File: config.mk
export PLATFORM = sky130hd
export DESIGN_NAME = fifo_stream_reader
export DESIGN_NICKNAME = d
export VERILOG_FILES = /design/src/rtl/fifo_rd_pkg.sv /design/src/rtl/stream_skid_buf.sv /design/src/rtl/fifo_stream_reader.sv
export SDC_FILE = /design/constraint.sdc
export NUM_CORES = 1
export LEC_CHECK = 0
export CORE_MARGIN = 8
export CORE_UTILIZATION = 30
export CTS_CLUSTER_SIZE = 10
export DETAILED_ROUTE_END_ITERATION = 12
export SYNTH_ARGS = -nofsm -noshare
export SYNTH_HDL_FRONTEND = slang
export SYNTH_SLANG_ARGS = --single-unit
File: constraint.sdc
create_clock -name clk -period 2.7 [get_ports clk]
set_clock_uncertainty 0.2 [all_clocks]
set_input_delay 0.54 -clock clk [delete_from_list [all_inputs] [get_ports clk]]
set_output_delay 0.54 -clock clk [all_outputs]
set_load 0.05 [all_outputs]
File: src/rtl/fifo_rd_pkg.sv
// rtl/fifo_rd_pkg.sv - shared types and constants for the FIFO stream reader
package fifo_rd_pkg;

  // Controller states: IDLE (quiescent), RUN (issuing reads), DRAIN (flushing pending words)
  typedef enum logic [1:0] {
    IDLE  = 2'd0,
    RUN   = 2'd1,
    DRAIN = 2'd2
  } rd_state_e;

  // Prefetch depth: covers the 1-cycle FIFO read latency plus one registered credit cycle
  localparam int unsigned BUF_DEPTH = 3;

  // Occupancy spans 0..BUF_DEPTH inclusive
  localparam int unsigned OCC_W = 2;
  // Pointers span 0..BUF_DEPTH-1
  localparam int unsigned PTR_W = 2;

  typedef logic [OCC_W-1:0] occ_t;
  typedef logic [PTR_W-1:0] ptr_t;

  // Circular pointer advance, wrapping at BUF_DEPTH (not a power of two)
  function automatic ptr_t ptr_inc(input ptr_t p);
    return (p == ptr_t'(BUF_DEPTH - 1)) ? '0 : p + ptr_t'(1);
  endfunction

endpackage

File: src/rtl/stream_skid_buf.sv
// rtl/stream_skid_buf.sv - 3-entry circular prefetch buffer with push/pop and head data
module stream_skid_buf
  import fifo_rd_pkg::*;
#(
  parameter int unsigned DWIDTH = 8
) (
  input  logic              clk_i,
  input  logic              rst_ni,
  input  logic              push_i,
  input  logic [DWIDTH-1:0] push_data_i,
  input  logic              pop_i,
  output occ_t              occ_o,
  output logic [DWIDTH-1:0] head_data_o
);

  logic [DWIDTH-1:0] mem_q [BUF_DEPTH];
  ptr_t head_q, head_d;
  ptr_t tail_q, tail_d;
  occ_t occ_q, occ_d;

  // Next pointers and occupancy; a simultaneous push and pop leaves occupancy unchanged
  always_comb begin
    head_d = head_q;
    tail_d = tail_q;
    occ_d  = occ_q;
    if (push_i) begin
      tail_d = ptr_inc(tail_q);
    end
    if (pop_i) begin
      head_d = ptr_inc(head_q);
    end
    case ({push_i, pop_i})
      2'b10:   occ_d = occ_q + occ_t'(1);
      2'b01:   occ_d = occ_q - occ_t'(1);
      default: occ_d = occ_q;
    endcase
  end

  // Pointer and occupancy registers; reset discards any buffered words
  always_ff @(posedge clk_i or negedge rst_ni) begin
    if (!rst_ni) begin
      head_q <= '0;
      tail_q <= '0;
      occ_q  <= '0;
    end else begin
      head_q <= head_d;
      tail_q <= tail_d;
      occ_q  <= occ_d;
    end
  end

  // Storage: write the incoming word at the tail slot
  always_ff @(posedge clk_i or negedge rst_ni) begin
    if (!rst_ni) begin
      for (int i = 0; i < BUF_DEPTH; i++) begin
        mem_q[i] <= '0;
      end
    end else if (push_i) begin
      mem_q[tail_q] <= push_data_i;
    end
  end

  assign occ_o       = occ_q;
  assign head_data_o = mem_q[head_q];

  // The upstream credit check must never let a push land on a full buffer
  assert property (@(posedge clk_i) disable iff (!rst_ni)
    !(push_i && !pop_i && (occ_q == occ_t'(BUF_DEPTH))));

  // Pops are only legal while something is held
  assert property (@(posedge clk_i) disable iff (!rst_ni)
    !(pop_i && (occ_q == '0)));

endmodule

File: src/rtl/fifo_stream_reader.sv
// rtl/fifo_stream_reader.sv - pops a synchronous FIFO into a burst-framed valid/ready stream
module fifo_stream_reader
  import fifo_rd_pkg::*;
#(
  parameter int unsigned DWIDTH    = 8,
  parameter int unsigned BURST_LEN = 16,
  parameter int unsigned CWIDTH    = 16
) (
  input  logic              clk,
  input  logic              rst,
  input  logic              en,
  input  logic              fifo_empty,
  input  logic [DWIDTH-1:0] fifo_data_out,
  output logic              fifo_rd_cs,
  output logic              fifo_rd_en,
  output logic [DWIDTH-1:0] m_data,
  output logic              m_valid,
  input  logic              m_ready,
  output logic              m_last,
  output logic              busy,
  output logic [CWIDTH-1:0] beat_count
);

  // A single-beat burst still needs a 1-bit index register
  localparam int unsigned BW = (BURST_LEN > 1) ? $clog2(BURST_LEN) : 1;
  localparam logic [BW-1:0] LAST_IDX = BW'(BURST_LEN - 1);

  rd_state_e state_q, state_d;
  logic inflight_q;
  logic [BW-1:0] burst_idx_q, burst_idx_d;
  logic [CWIDTH-1:0] beat_count_q, beat_count_d;

  occ_t occ;
  logic [DWIDTH-1:0] head_data;
  logic [OCC_W:0] credit_used;
  logic issue;
  logic pop;
  logic pending;

  // Credits count both held words and the word still on its way from the FIFO,
  // so issue depends only on registered state and fifo_empty, never on m_ready.
  assign credit_used = {1'b0, occ} + {{OCC_W{1'b0}}, inflight_q};
  assign issue       = (state_q == RUN) && !fifo_empty &&
                       (credit_used < (OCC_W + 1)'(BUF_DEPTH));
  assign pending     = (occ != '0) || inflight_q;

  assign fifo_rd_cs = issue;
  assign fifo_rd_en = issue;

  assign m_valid    = (occ != '0);
  assign m_data     = head_data;
  assign pop        = m_valid && m_ready;
  assign m_last     = m_valid && (burst_idx_q == LAST_IDX);
  assign busy       = (state_q != IDLE);
  assign beat_count = beat_count_q;

  stream_skid_buf #(
    .DWIDTH(DWIDTH)
  ) u_skid_buf (
    .clk_i      (clk),
    .rst_ni     (rst),
    .push_i     (inflight_q),
    .push_data_i(fifo_data_out),
    .pop_i      (pop),
    .occ_o      (occ),
    .head_data_o(head_data)
  );

  // Next-state logic: dropping en keeps the block busy until every pending word has left
  always_comb begin
    state_d = state_q;
    case (state_q)
      IDLE: begin
        if (en) begin
          state_d = RUN;
        end
      end
      RUN: begin
        if (!en) begin
          state_d = pending ? DRAIN : IDLE;
        end
      end
      DRAIN: begin
        if (en) begin
          state_d = RUN;
        end else if (!pending) begin
          state_d = IDLE;
        end
      end
      default: state_d = IDLE;
    endcase
  end

  // State register and the read-in-flight flag that marks next-edge capture
  always_ff @(posedge clk or negedge rst) begin
    if (!rst) begin
      state_q    <= IDLE;
      inflight_q <= 1'b0;
    end else begin
      state_q    <= state_d;
      inflight_q <= issue;
    end
  end

  // Burst position and total beat count advance on every accepted beat
  always_comb begin
    burst_idx_d  = burst_idx_q;
    beat_count_d = beat_count_q;
    if (pop) begin
      burst_idx_d  = (burst_idx_q == LAST_IDX) ? '0 : burst_idx_q + BW'(1);
      beat_count_d = beat_count_q + CWIDTH'(1);
    end
  end

  // Counter registers; burst position survives en toggles and only reset clears it
  always_ff @(posedge clk or negedge rst) begin
    if (!rst) begin
      burst_idx_q  <= '0;
      beat_count_q <= '0;
    end else begin
      burst_idx_q  <= burst_idx_d;
      beat_count_q <= beat_count_d;
    end
  end

endmodule

==> results.yml <==
pwr:
  power_frac_comb_pct: 52.2
  design_power_total_uw: 4144
  static-leakage-power_uw: 0.001377
  worst_ir_drop_vdd_v: 0.0004926
  power.share.switching_pct: 39.87
  p_clk_share_pct: 15.0
  internal_power_uw: 2492
  pwr_density_cell_mw_per_mm2: 1290
  power.switching_uw: 1652
  relative_contribution_of_sequential_cells_to_total_power_pct: 32.8
final_layout:
  layout.filler_cells: 704
  most_frequent_standard_cell_in_the_layout_excluding_fill_and_tap_cells: "sky130_fd_sc_hd__dfrtp_1"
  final_layout_size_suffix_gt1_share_pct: 24.50
  layout.nets: 266
  postLayoutCoreUtil_pct: 42.00
  antenna_cells_inserted: 0
  layout_common_cells: "sky130_fd_sc_hd__dfrtp_1 (52), sky130_fd_sc_hd__clkdlybuf4s50_1 (29), sky130_fd_sc_hd__nand2_1 (24), sky130_fd_sc_hd__mux2_2 (24), sky130_fd_sc_hd__xnor2_1 (15)"
  area_delta_synth_final_pct: 37.13
timing:
  finalSetupViolations: 0
  fmaxAchievable_mhz: 379.9
  final_min_period_over_clock_period_pct: 97.50
  finalMaxSlewViolations: 0
  tightest_slew_ps: 677.5
  final_critical_path_setup_slack_ps: 67.47
  hold_slack_ps: 70.38
  worst_slew_margin_relative_to_its_limit_pct: 54.83
  fin_crit_ps: 2633
  final_hold_viol_count: 0
  setup_tns_ps: 0
routing:
  drt.antenna.violating_nets: 0
  routed-via-count: 1610
  drt-met1-wl_um: 2159
  route.met3.wl_um: 215
  post_drt_wl_per_cell_um: 13.50
  drt_drc_violations_left: 0
  firstDrtPassIters: 4
  drt-vias-per-instance: 4.587
  met2WireLength_um: 2275
  route.top_layer_used: "met4"
  drtIter0Drc: 86
  routed_wl_um: 4738
global_route:
  grt_first_pass_wirelength_um: 8342
  initial_antenna_violation_count: 0
  track_usage_pct: 9.330
  grt_pass1_vias: 1676
  maximum_number_of_pins_on_one_net_before_global_route_repair: 29
  globalRoute.totalOverflow: 0
synth:
  syn_inst: 196
  ys_ff_latch: 53
  yosys_warnings: 0
  synth.distinct_cells: 31
  synth_seq_area_share_pct: 56.62
  synthesis.area_per_instance_sq_um: 11.95
  netlist_area_sq_mm: 0.002342
  postSynthNetCount: 214
place:
  gp_congestion: 0.6906
  detailedPlace.worstSlack_ps: 351.5
  place.port_buffers: 41
  dpl.hpwl_um: 3475
floorplan:
  io_pins: 42
  design.die.area_sq_mm: 0.01089
  start_util_pct: 30.63
  floorplan.die.height_um: 104.4
  die_width_um: 104.4
  floorplan.rows: 32
  placeableCoreArea_sq_mm: 0.007647
clock_tree:
  clock_network_latency_to_the_later_pin_of_the_worst_skew_pair_ps: 300
  buffers_from_clock_root_to_sink_at_most: 2
  clk_root_buffer_cell: "sky130_fd_sc_hd__clkbuf_8"
  cts_inserted_buffers: 5
  clock_sinks: 53
  cts_tree: "done"
  h-tree-depth: 2
  worst_setup_hold_path_clk_slew_ps: 90
worst_setup_path:
  crit_arrival_ps: 1890
  worst-r2r-cell-count: 6
  timing.critical_path.fanout_max: 4
  crit_required_ps: 1960
  crit-reg2reg-capture: "u_skid_buf.occ_o[1]"
  r2r-start: "u_skid_buf.occ_o[0]"
  timing.reg2reg.setup_slack_ps: 610
  start_kind: "register"
  crit_type: "register to output port"
  critical_path.endpoint_type: "output port"
job:
  max_cap_violations: 0
outcome:
  status: "complete, no violations"
min_path:
  worstHoldPathType: "primary input to async pin"
layer usage:
metal | vias up | GRT usage, %
met1 | 791 | 11.33
li1 | 781 | -
met3 | 8 | 2.788
met5 | - | 0
met4 | 0 | 3.723
met2 | 30 | 15.07
worst max-delay path by stage:
stage | from | endpoint | slack, ps | cells past startpoint
after floorplan | u_skid_buf.occ_o[0] | fifo_rd_en | 20 | 4
after global placement | u_skid_buf.occ_o[0] | fifo_rd_en | 370 | 4
after detailed placement | u_skid_buf.occ_o[0] | fifo_rd_cs | 350 | 4
after CTS | u_skid_buf.occ_o[0] | fifo_rd_cs | 40 | 4
after global routing | u_skid_buf.occ_o[0] | fifo_rd_en | -3 | 4
final | u_skid_buf.occ_o[0] | fifo_rd_en | 70 | 4
through the flow:
step / instance area (sq um) / std cells
2_1_floorplan: 2377 / 196
3_3_place_gp: 3029 / 339
3_5_place_dp: 3029 / 339
5_1_grt: 3212 / 351
6_report: 3212 / 351
4_1_cts: 3163 / 347
sequential cells by signal, indices dropped and copies added (netlist names):
signal             count
u_skid_buf.mem_q      24
beat_count            16
burst_idx_q            4
state_q                2
u_skid_buf.head_q      2
u_skid_buf.occ_o       2
u_skid_buf.tail_q      2
inflight_q             1
cells in the mapped netlist:
library cell,number,share of area [%]
sky130_fd_sc_hd__ha_1,5,2.7
sky130_fd_sc_hd__clkbuf_1,2,0.32
sky130_fd_sc_hd__nand2b_1,2,0.53
sky130_fd_sc_hd__or2_2,1,0.27
sky130_fd_sc_hd__a221oi_1,1,0.37
sky130_fd_sc_hd__buf_2,2,0.43
sky130_fd_sc_hd__nor3_2,1,0.43
sky130_fd_sc_hd__and2_1,1,0.27
sky130_fd_sc_hd__a21boi_0,1,0.32
sky130_fd_sc_hd__nand4_1,5,1.3
sky130_fd_sc_hd__xnor2_1,15,5.6
sky130_fd_sc_hd__nor3_1,2,0.43
sky130_fd_sc_hd__nand2_1,24,3.8
sky130_fd_sc_hd__nand3_1,9,1.9
sky130_fd_sc_hd__nor2_1,6,0.96
sky130_fd_sc_hd__o21ai_0,12,2.6
sky130_fd_sc_hd__buf_4,2,0.64
sky130_fd_sc_hd__o21ai_2,1,0.37
sky130_fd_sc_hd__or3_1,1,0.27
sky130_fd_sc_hd__xor2_1,4,1.5
sky130_fd_sc_hd__dfrtp_1,53,57
sky130_fd_sc_hd__a21o_1,2,0.64
sky130_fd_sc_hd__clkinv_1,1,0.16
sky130_fd_sc_hd__inv_1,4,0.64
sky130_fd_sc_hd__mux2_2,24,12
sky130_fd_sc_hd__mux2i_1,8,3.4
sky130_fd_sc_hd__nor2b_1,1,0.27
sky130_fd_sc_hd__nor4_1,1,0.27
sky130_fd_sc_hd__a2111oi_0,1,0.37
sky130_fd_sc_hd__a21oi_1,1,0.21
sky130_fd_sc_hd__and3_1,3,0.80
cell type report:
type / count / area, sq um / share of cell area, %
Inverter: 5 / 18.77 / 0.5843
Tap cell: 102 / 127.6 / 3.973
Clock buffer: 5 / 68.82 / 2.143
Multi-Input combinational cell: 132 / 1008 / 31.40
Timing Repair Buffer: 51 / 595.6 / 18.54
Clock inverter: 3 / 65.06 / 2.026
Sequential cell: 53 / 1328 / 41.33
power groups by stage:
stage | registers [uW] | logic (uW) | clock network, uW
4_1_cts | 1360 | 2160 | 650
3_3_place_gp | 1360 | 2140 | 0
5_1_grt | 1410 | 2300 | 685
2_1_floorplan | 1460 | 1170 | 0
3_5_place_dp | 1370 | 2160 | 0
6_report | 1360 | 2160 | 622
cell families (layout without fill, tap and decap cells):
group,after synthesis,count (layout),synth area share (%)
muxes,32,32,14.96
buffers and inverters,11,64,2.190
AOI/OAI and AO/OA,19,19,4.861
xor gates and xnor gates,19,19,7.105
and+or+nand+nor,57,57,11.59
DFF,53,53,56.62
adders and majority gates,5,5,2.671
worst max-delay path, stage by stage, from the launching register on:
cell and delay, ps:
sky130_fd_sc_hd__dfrtp_2 450, sky130_fd_sc_hd__ha_4 170, sky130_fd_sc_hd__ha_4 210, sky130_fd_sc_hd__a2111oi_4 490, sky130_fd_sc_hd__clkbuf_16 260
what timing repair did:
item,CTS,global route
setup endpoints to repair,2,2
gates resized for setup,0,4
pin swaps,1,1
hold buffers,0,0
buffers inserted,0,4
Note: power is estimated with default switching activity, not from simulation.
